$ cat config.mk
export PLATFORM = sky130hd
export DESIGN_NAME = alu_exec_sequencer
export DESIGN_NICKNAME = d
export VERILOG_FILES = /design/src/rtl/alu_exec_sequencer.sv
export SDC_FILE = /design/constraint.sdc
export NUM_CORES = 1
export LEC_CHECK = 0
export ABC_AREA = 1
export ABC_CLOCK_PERIOD_IN_PS = 4900
export BUFFER_PORTS_ARGS = -buffer_cell sky130_fd_sc_hd__buf_4
export CORE_ASPECT_RATIO = 1.75
export CORE_MARGIN = 10
export CORE_UTILIZATION = 30
export CTS_CLUSTER_DIAMETER = 60
export DETAILED_ROUTE_END_ITERATION = 6
export GPL_ROUTABILITY_DRIVEN = 0
export PLACE_DENSITY_LB_ADDON = 0.3
export SLEW_MARGIN = 25
export SYNTH_ARGS = -nofsm -noshare
export SYNTH_HDL_FRONTEND = slang
export SYNTH_SLANG_ARGS = --single-unit
$ cat constraint.sdc
create_clock -name clk -period 4.9 [get_ports clk]
set_input_delay 0.49 -clock clk [delete_from_list [all_inputs] [get_ports clk]]
set_output_delay 0.49 -clock clk [all_outputs]
set_load 0.02 [all_outputs]
$ cat src/rtl/alu_exec_sequencer.sv
// Multi-cycle execute controller placed in front of the ALU. Takes one decoded
// instruction per handshake, reads its operands, strobes the ALU, captures the
// result and flags, and writes the result back to the register file.
module alu_exec_sequencer #(
  parameter int unsigned DATA_W = 32,
  parameter int unsigned REG_AW = 5,
  parameter int unsigned IMM_W  = 16
) (
  input  logic              clk,
  input  logic              rst,
  input  logic              instr_valid,
  output logic              instr_ready,
  input  logic [3:0]        alu_op,
  input  logic              use_imm,
  input  logic [IMM_W-1:0]  imm,
  input  logic [REG_AW-1:0] rs,
  input  logic [REG_AW-1:0] rt,
  input  logic [REG_AW-1:0] rd,
  input  logic [4:0]        shamt,
  input  logic              wb_en,
  input  logic              flag_en,
  output logic [REG_AW-1:0] rf_raddr1,
  output logic [REG_AW-1:0] rf_raddr2,
  input  logic [DATA_W-1:0] rf_rdata1,
  input  logic [DATA_W-1:0] rf_rdata2,
  output logic [DATA_W-1:0] alu_a,
  output logic [DATA_W-1:0] alu_b,
  output logic [3:0]        alu_op_o,
  output logic [4:0]        alu_shamt,
  output logic              alu_ena,
  input  logic [DATA_W-1:0] alu_result,
  input  logic              alu_zero,
  input  logic              alu_sign,
  input  logic              alu_carry,
  output logic              rf_we,
  output logic [REG_AW-1:0] rf_waddr,
  output logic [DATA_W-1:0] rf_wdata,
  output logic              flag_zero,
  output logic              flag_sign,
  output logic              flag_carry,
  output logic              busy,
  output logic              done
);

  typedef enum logic [2:0] {StIdle, StRead, StExec, StCapt, StWb} state_e;

  state_e state_q, state_d;

  logic [3:0]        op_q;
  logic              use_imm_q;
  logic [IMM_W-1:0]  imm_q;
  logic [REG_AW-1:0] rs_q, rt_q, rd_q;
  logic [4:0]        shamt_q;
  logic              wb_en_q, flag_en_q;
  logic [DATA_W-1:0] imm_ext;
  logic              accept;

  assign instr_ready = (state_q == StIdle);
  assign accept      = instr_valid && instr_ready;
  assign rf_raddr1   = rs_q;
  assign rf_raddr2   = rt_q;
  assign imm_ext     = {{(DATA_W - IMM_W){imm_q[IMM_W-1]}}, imm_q};

  // State register.
  always_ff @(posedge clk or posedge rst) begin
    if (rst) state_q <= StIdle;
    else     state_q <= state_d;
  end

  // Next state: only leaving idle depends on the handshake.
  always_comb begin
    state_d = state_q;
    unique case (state_q)
      StIdle:  if (accept) state_d = StRead;
      StRead:  state_d = StExec;
      StExec:  state_d = StCapt;
      StCapt:  state_d = StWb;
      StWb:    state_d = StIdle;
      default: state_d = StIdle;
    endcase
  end

  // Latch the instruction fields on acceptance; they stay valid until the next one.
  always_ff @(posedge clk or posedge rst) begin
    if (rst) begin
      op_q      <= '0;
      use_imm_q <= 1'b0;
      imm_q     <= '0;
      rs_q      <= '0;
      rt_q      <= '0;
      rd_q      <= '0;
      shamt_q   <= '0;
      wb_en_q   <= 1'b0;
      flag_en_q <= 1'b0;
    end else if (accept) begin
      op_q      <= alu_op;
      use_imm_q <= use_imm;
      imm_q     <= imm;
      rs_q      <= rs;
      rt_q      <= rt;
      rd_q      <= rd;
      shamt_q   <= shamt;
      wb_en_q   <= wb_en;
      flag_en_q <= flag_en;
    end
  end

  // Registered ALU-side and write-back outputs; operands, result and flags hold
  // between instructions so the ALU never sees a change while alu_ena is low.
  always_ff @(posedge clk or posedge rst) begin
    if (rst) begin
      alu_a      <= '0;
      alu_b      <= '0;
      alu_op_o   <= '0;
      alu_shamt  <= '0;
      alu_ena    <= 1'b0;
      rf_we      <= 1'b0;
      rf_waddr   <= '0;
      rf_wdata   <= '0;
      flag_zero  <= 1'b0;
      flag_sign  <= 1'b0;
      flag_carry <= 1'b0;
      busy       <= 1'b0;
      done       <= 1'b0;
    end else begin
      if (state_q == StRead) begin
        alu_a     <= rf_rdata1;
        alu_b     <= use_imm_q ? imm_ext : rf_rdata2;
        alu_op_o  <= op_q;
        alu_shamt <= shamt_q;
      end
      if (state_q == StCapt) begin
        rf_wdata <= alu_result;
        rf_waddr <= rd_q;
        if (flag_en_q) begin
          flag_zero  <= alu_zero;
          flag_sign  <= alu_sign;
          flag_carry <= alu_carry;
        end
      end
      alu_ena <= (state_d == StExec);
      // Register 0 is hard-wired; never write it.
      rf_we   <= (state_d == StWb) && wb_en_q && (rd_q != '0);
      done    <= (state_d == StWb);
      busy    <= (state_d != StIdle);
    end
  end

endmodule

* After elaboration in Yosys (flattened, before gate mapping) *
Cells that the tools add are included.

storage, ports and cells
  bits of input ports = 145
  word-level logic and storage cells = 38
  output and inout port bits = 128
  flip-flop bits (word level) = 163

operators by class
  mux-type cells = 3
  equal/unequal tests = 5
  reduce and logical (&&, ||, !) cells = 7

operators by type and width
  cell                                                 number
  two-way mux 32 bit                                   1
  case mux 3 bit (4 select lines)                      1
  equality test 3 x 2 -> 1 bit, second input constant  3
  nonzero test 5 bit                                   1
  equality test 3 x 1 -> 1 bit, second input constant  1
  equality test 3 bit, second input constant           1
  logical AND 1 bit                                    3
  zero test 3 bit                                      1
  two-way mux 3 bit                                    1
  nonzero test 3 bit                                   1
  AND reduction 2 bit                                  1

* Logic depth before layout (Yosys ltp) *
  depth in word-level cells = 7
  mapped depth = 8
  mapped depth without buffers = 5

* Least setup slack after synthesis *
Ideal clock, no wire load.

  kind = register to output
  from = register state_q[2]
  to = output instr_ready
  cell stages (with the launch flop) = 3
  buffers on the path = 1
  slack = 3,391 ps
  required time = 4,410 ps
  arrival time = 1,019 ps
  cells stage by stage = dfrtp_1 -> buf_4 -> nor3_1

between the ends
  longest elaborated chain between the ends = 1

ends and longest elaborated chain
  item                    line  text
  start, declared         47    state_e state_q, state_d;
  start signal, assigned  66    if (rst) state_q <= StIdle;
  start signal, assigned  67    else state_q <= state_d;
  zero test 3 bit         58    assign instr_ready = (state_q == StIdle);
  end, declared           12    output logic instr_ready,

Every way passes these cells.

* Worst setup path after layout *
  from = register state_q[0]
  to = register imm_q[2]

between the ends
  longest elaborated chain between the ends = 2

ends and longest elaborated chain
  item                  line  text
  zero test 3 bit       58
  logical AND 1 bit     59    assign accept = instr_valid && instr_ready;
  end signal, assigned  98    imm_q <= imm;
  end, declared         51    logic [IMM_W-1:0] imm_q;

Every way passes these cells.
A chain may end at the register's enable or synchronous reset.

==> out/results.ini <==
[timing]
rsz0062_at_grt = false
setup_tns_ns = 0
slew_headroom_pct = 38.2
hold_slack_ns = 0.190
setup_viol = 0
hold_violations = 0
clock-skew-final_ns = 0.00832
period_needed_ns = 2.45
drv_slew = 0
max_freq_mhz = 407
tightest_slew_ns = 0.925
min_period_over_period_pct = 50.1

[drt]
dr.pass1.iters = 4
drt_iter0_drc = 307
vias = 5837
totalWireLength_um = 21700
ant_nets = 0
drc_errors = 0
routed_via_density = 4.35
wire_per_inst_um = 16.2

[setup_path]
worstReg2RegStart = state_q[0]$_DFF_PP0_
cp-endpoint = imm_q[2]$_DFFE_PP0P_
crit_type = reg -> reg
worstPathRequired_ns = 5.21
crit_chain = inv_2 -> nand3_2 -> nand2_1 -> nand2_1
cp.arrival_ns = 2.76
slowest_delay_ns = 0.91
cp_top_family = simple AND/OR/NAND/NOR gates
crit_path_start_kind = register
r2r-end = imm_q[2]$_DFFE_PP0P_
reg2reg_depth = 4
crit_cells = 4
crit_path_start = state_q[0]$_DFF_PP0_
worst_path_most_repeated_cell = nand2_1
cp_slowest_cell = nand3_2
rrSetupSlack_ns = 2.45
worst-path-buf-inv = 1
critPathMaxFanout = 46
cp-end-kind = register

[yosys]
yosysWarnings = 0
netlist_instances = 784
synth.avg_cell_area_um2 = 8.56
yosys.area.top_type = dfrtp_1
syn_area_um2 = 6710
netlist_top_cells_area = dfrtp_1 (61%), nand2_1 (24%), nand4_1 (4.1%)
ys_types = 20
synth-main-ff-cell = dfrtp_1
synth_edf_count = 0
yosysTopAreaCellShare_pct = 60.8
synthTopCellsByCount = nand2_1 (433), dfrtp_1 (163), nand4_1 (44)
yosysSeqAreaShare_pct = 60.8
ys_async_sr_fraction_pct = 100
synth.most_common_cell = nand2_1
synth_fp_nets = 929
synth-seq-cells = 163

[cts]
ctsResizeCount = 0
post-cts-setup-buffer-count = 0
numCtsBuffers = 17
clock-sinks = 163
root_buffer = clkbuf_16
clk_latency_ns = 0.43
htreeDepth = 4
cts.clk_slew.worst_paths_ns = 0.06
ctsHoldBuffers = 0
clockBufferDepth = 2
tritoncts = yes

[worst_hold_path]
min_path_type = in -> async

[grt]
grtUsageTotal_pct = 14.9
overflow = 0
grt_max_degree = 80
antenna_found_initial = 3
grt_pass1_wl_um = 34100
grt_pass1_vias = 6037

[outcome]
outcome = completed

[floorplan]
die-area_um2 = 29000
start_util_pct = 30.4
pin_count = 273
die_y_um = 218
rows = 72
die_w_um = 133
core_um2 = 22100

[power_and_ir_drop]
pwr-share-clk_pct = 19.2
p_seq_share_pct = 35.6
switching_share_pct = 42.1
combPwrFrac_pct = 45.2
power_switching_mw = 2.80
p_leak_nw = 5.27
peakVddDrop_mv = 0.310
finalPower_mw = 6.64
power_density_nw_per_um2 = 702
p_int_mw = 3.84

[layout]
drive_gt1_share_pct = 30.0
fillers = 2289
nNetsFinal = 1177
layout.cells.non_filler = 1343
area_delta_synth_final_pct = 40.9

[placement]
dp_hpwl_um = 15700
post-place-cells = 1309
port_buffers = 272

[job]
maxCapViolCount = 0

## kinds of logic (layout without fill, tap and decap cells)
logic type	after synthesis	in the layout	share of synthesized area, %
simple gates	491	491	29.7
buf+inv	92	353	6.60
compound gates	38	38	2.85
other cells	0	2	0
flops	163	163	60.8
## layer usage
metal  vias up  track usage [%]  part of all wire [%]
met5         -                0                 0.055
met4         2             7.00                   2.5
met2       182             25.6                    52
met3        36             5.21                   7.3
met1      2681             16.1                    38
li1       2936                -                     -
## worst register-to-register path, stage by stage (launching register included)
cell and delay [ns]:
dfrtp_1 0.45, inv_2 0.61, nand3_2 0.93, nand2_1 0.29, nand2_1 0.07
## layout by cell type (no fill, tap or decap), types with 4 or more instances in the layout
| cell | netlist | routed |
|---|---|---|
| nand2_1 | 433 | 433 |
| buf_4 | 2 | 278 |
| dfrtp_1 | 163 | 163 |
| nand4_1 | 44 | 44 |
| inv_1 | 41 | 40 |
| o21ai_0 | 37 | 37 |
| clkbuf_16 | 0 | 17 |
| nand3_1 | 6 | 6 |
| clkinvlp_4 | 0 | 4 |
| clkinv_2 | 0 | 4 |
## cell type report
type                    count  area [um2]  area share, %
multi-input cells         529        2190           23.1
inverters                  43         166           1.76
diodes                      2        5.00         0.0530
flip-flops and latches    163        4080           43.2
clock inverters             9        80.1          0.847
well taps                 296         370           3.92
repair buffers            278        2090           22.1
clock buffers              23         478           5.06
## worst min-delay path by stage
stage,start,endpoint,slack [ns],cells past startpoint
floorplan,imm_q[0]$_DFFE_PP0P_,imm_q[0]$_DFFE_PP0P_,0.44,2
detailed placement,imm_q[4]$_DFFE_PP0P_,imm_q[4]$_DFFE_PP0P_,0.46,2
global placement,imm_q[15]$_DFFE_PP0P_,imm_q[15]$_DFFE_PP0P_,0.46,2
global route,rst,alu_b[6]$_DFFE_PP0P_,0.24,2
finish,rst,rf_wdata[9]$_DFFE_PP0N_,0.19,2
CTS,rst,rf_wdata[24]$_DFFE_PP0N_,0.22,2
## flip-flops by register name, indices dropped and copies added (netlist names), 3 cells and up
signal and cells:
alu_a 32, state_q 3, imm_q 16, alu_op_o 4
alu_shamt 5, rf_wdata 32, rd_q 5, rf_raddr1 5
shamt_q 5, alu_b 32, op_q 4, rf_waddr 5
rf_raddr2 5
## power groups by stage
stage | Clock, mW | Sequential, mW | Combinational, mW
after floorplan | 0 | 2.91 | 1.30
after global placement | 0 | 2.37 | 3.03
after detailed placement | 0 | 2.37 | 3.08
after CTS | 1.32 | 2.36 | 3.08
after global routing | 1.36 | 2.45 | 3.34
final | 1.28 | 2.36 | 3.00
## stage by stage
stage	setup slack [ns]	instance area (um2)	util [%]
floorplan	0.00503	6710	-
global placement	2.43	8890	40.3
detailed placement	2.41	8890	40.3
CTS	2.41	9450	42.8
global route	2.16	9450	42.8
finish	2.45	9450	42.8
(Power assumes the default switching activity.)
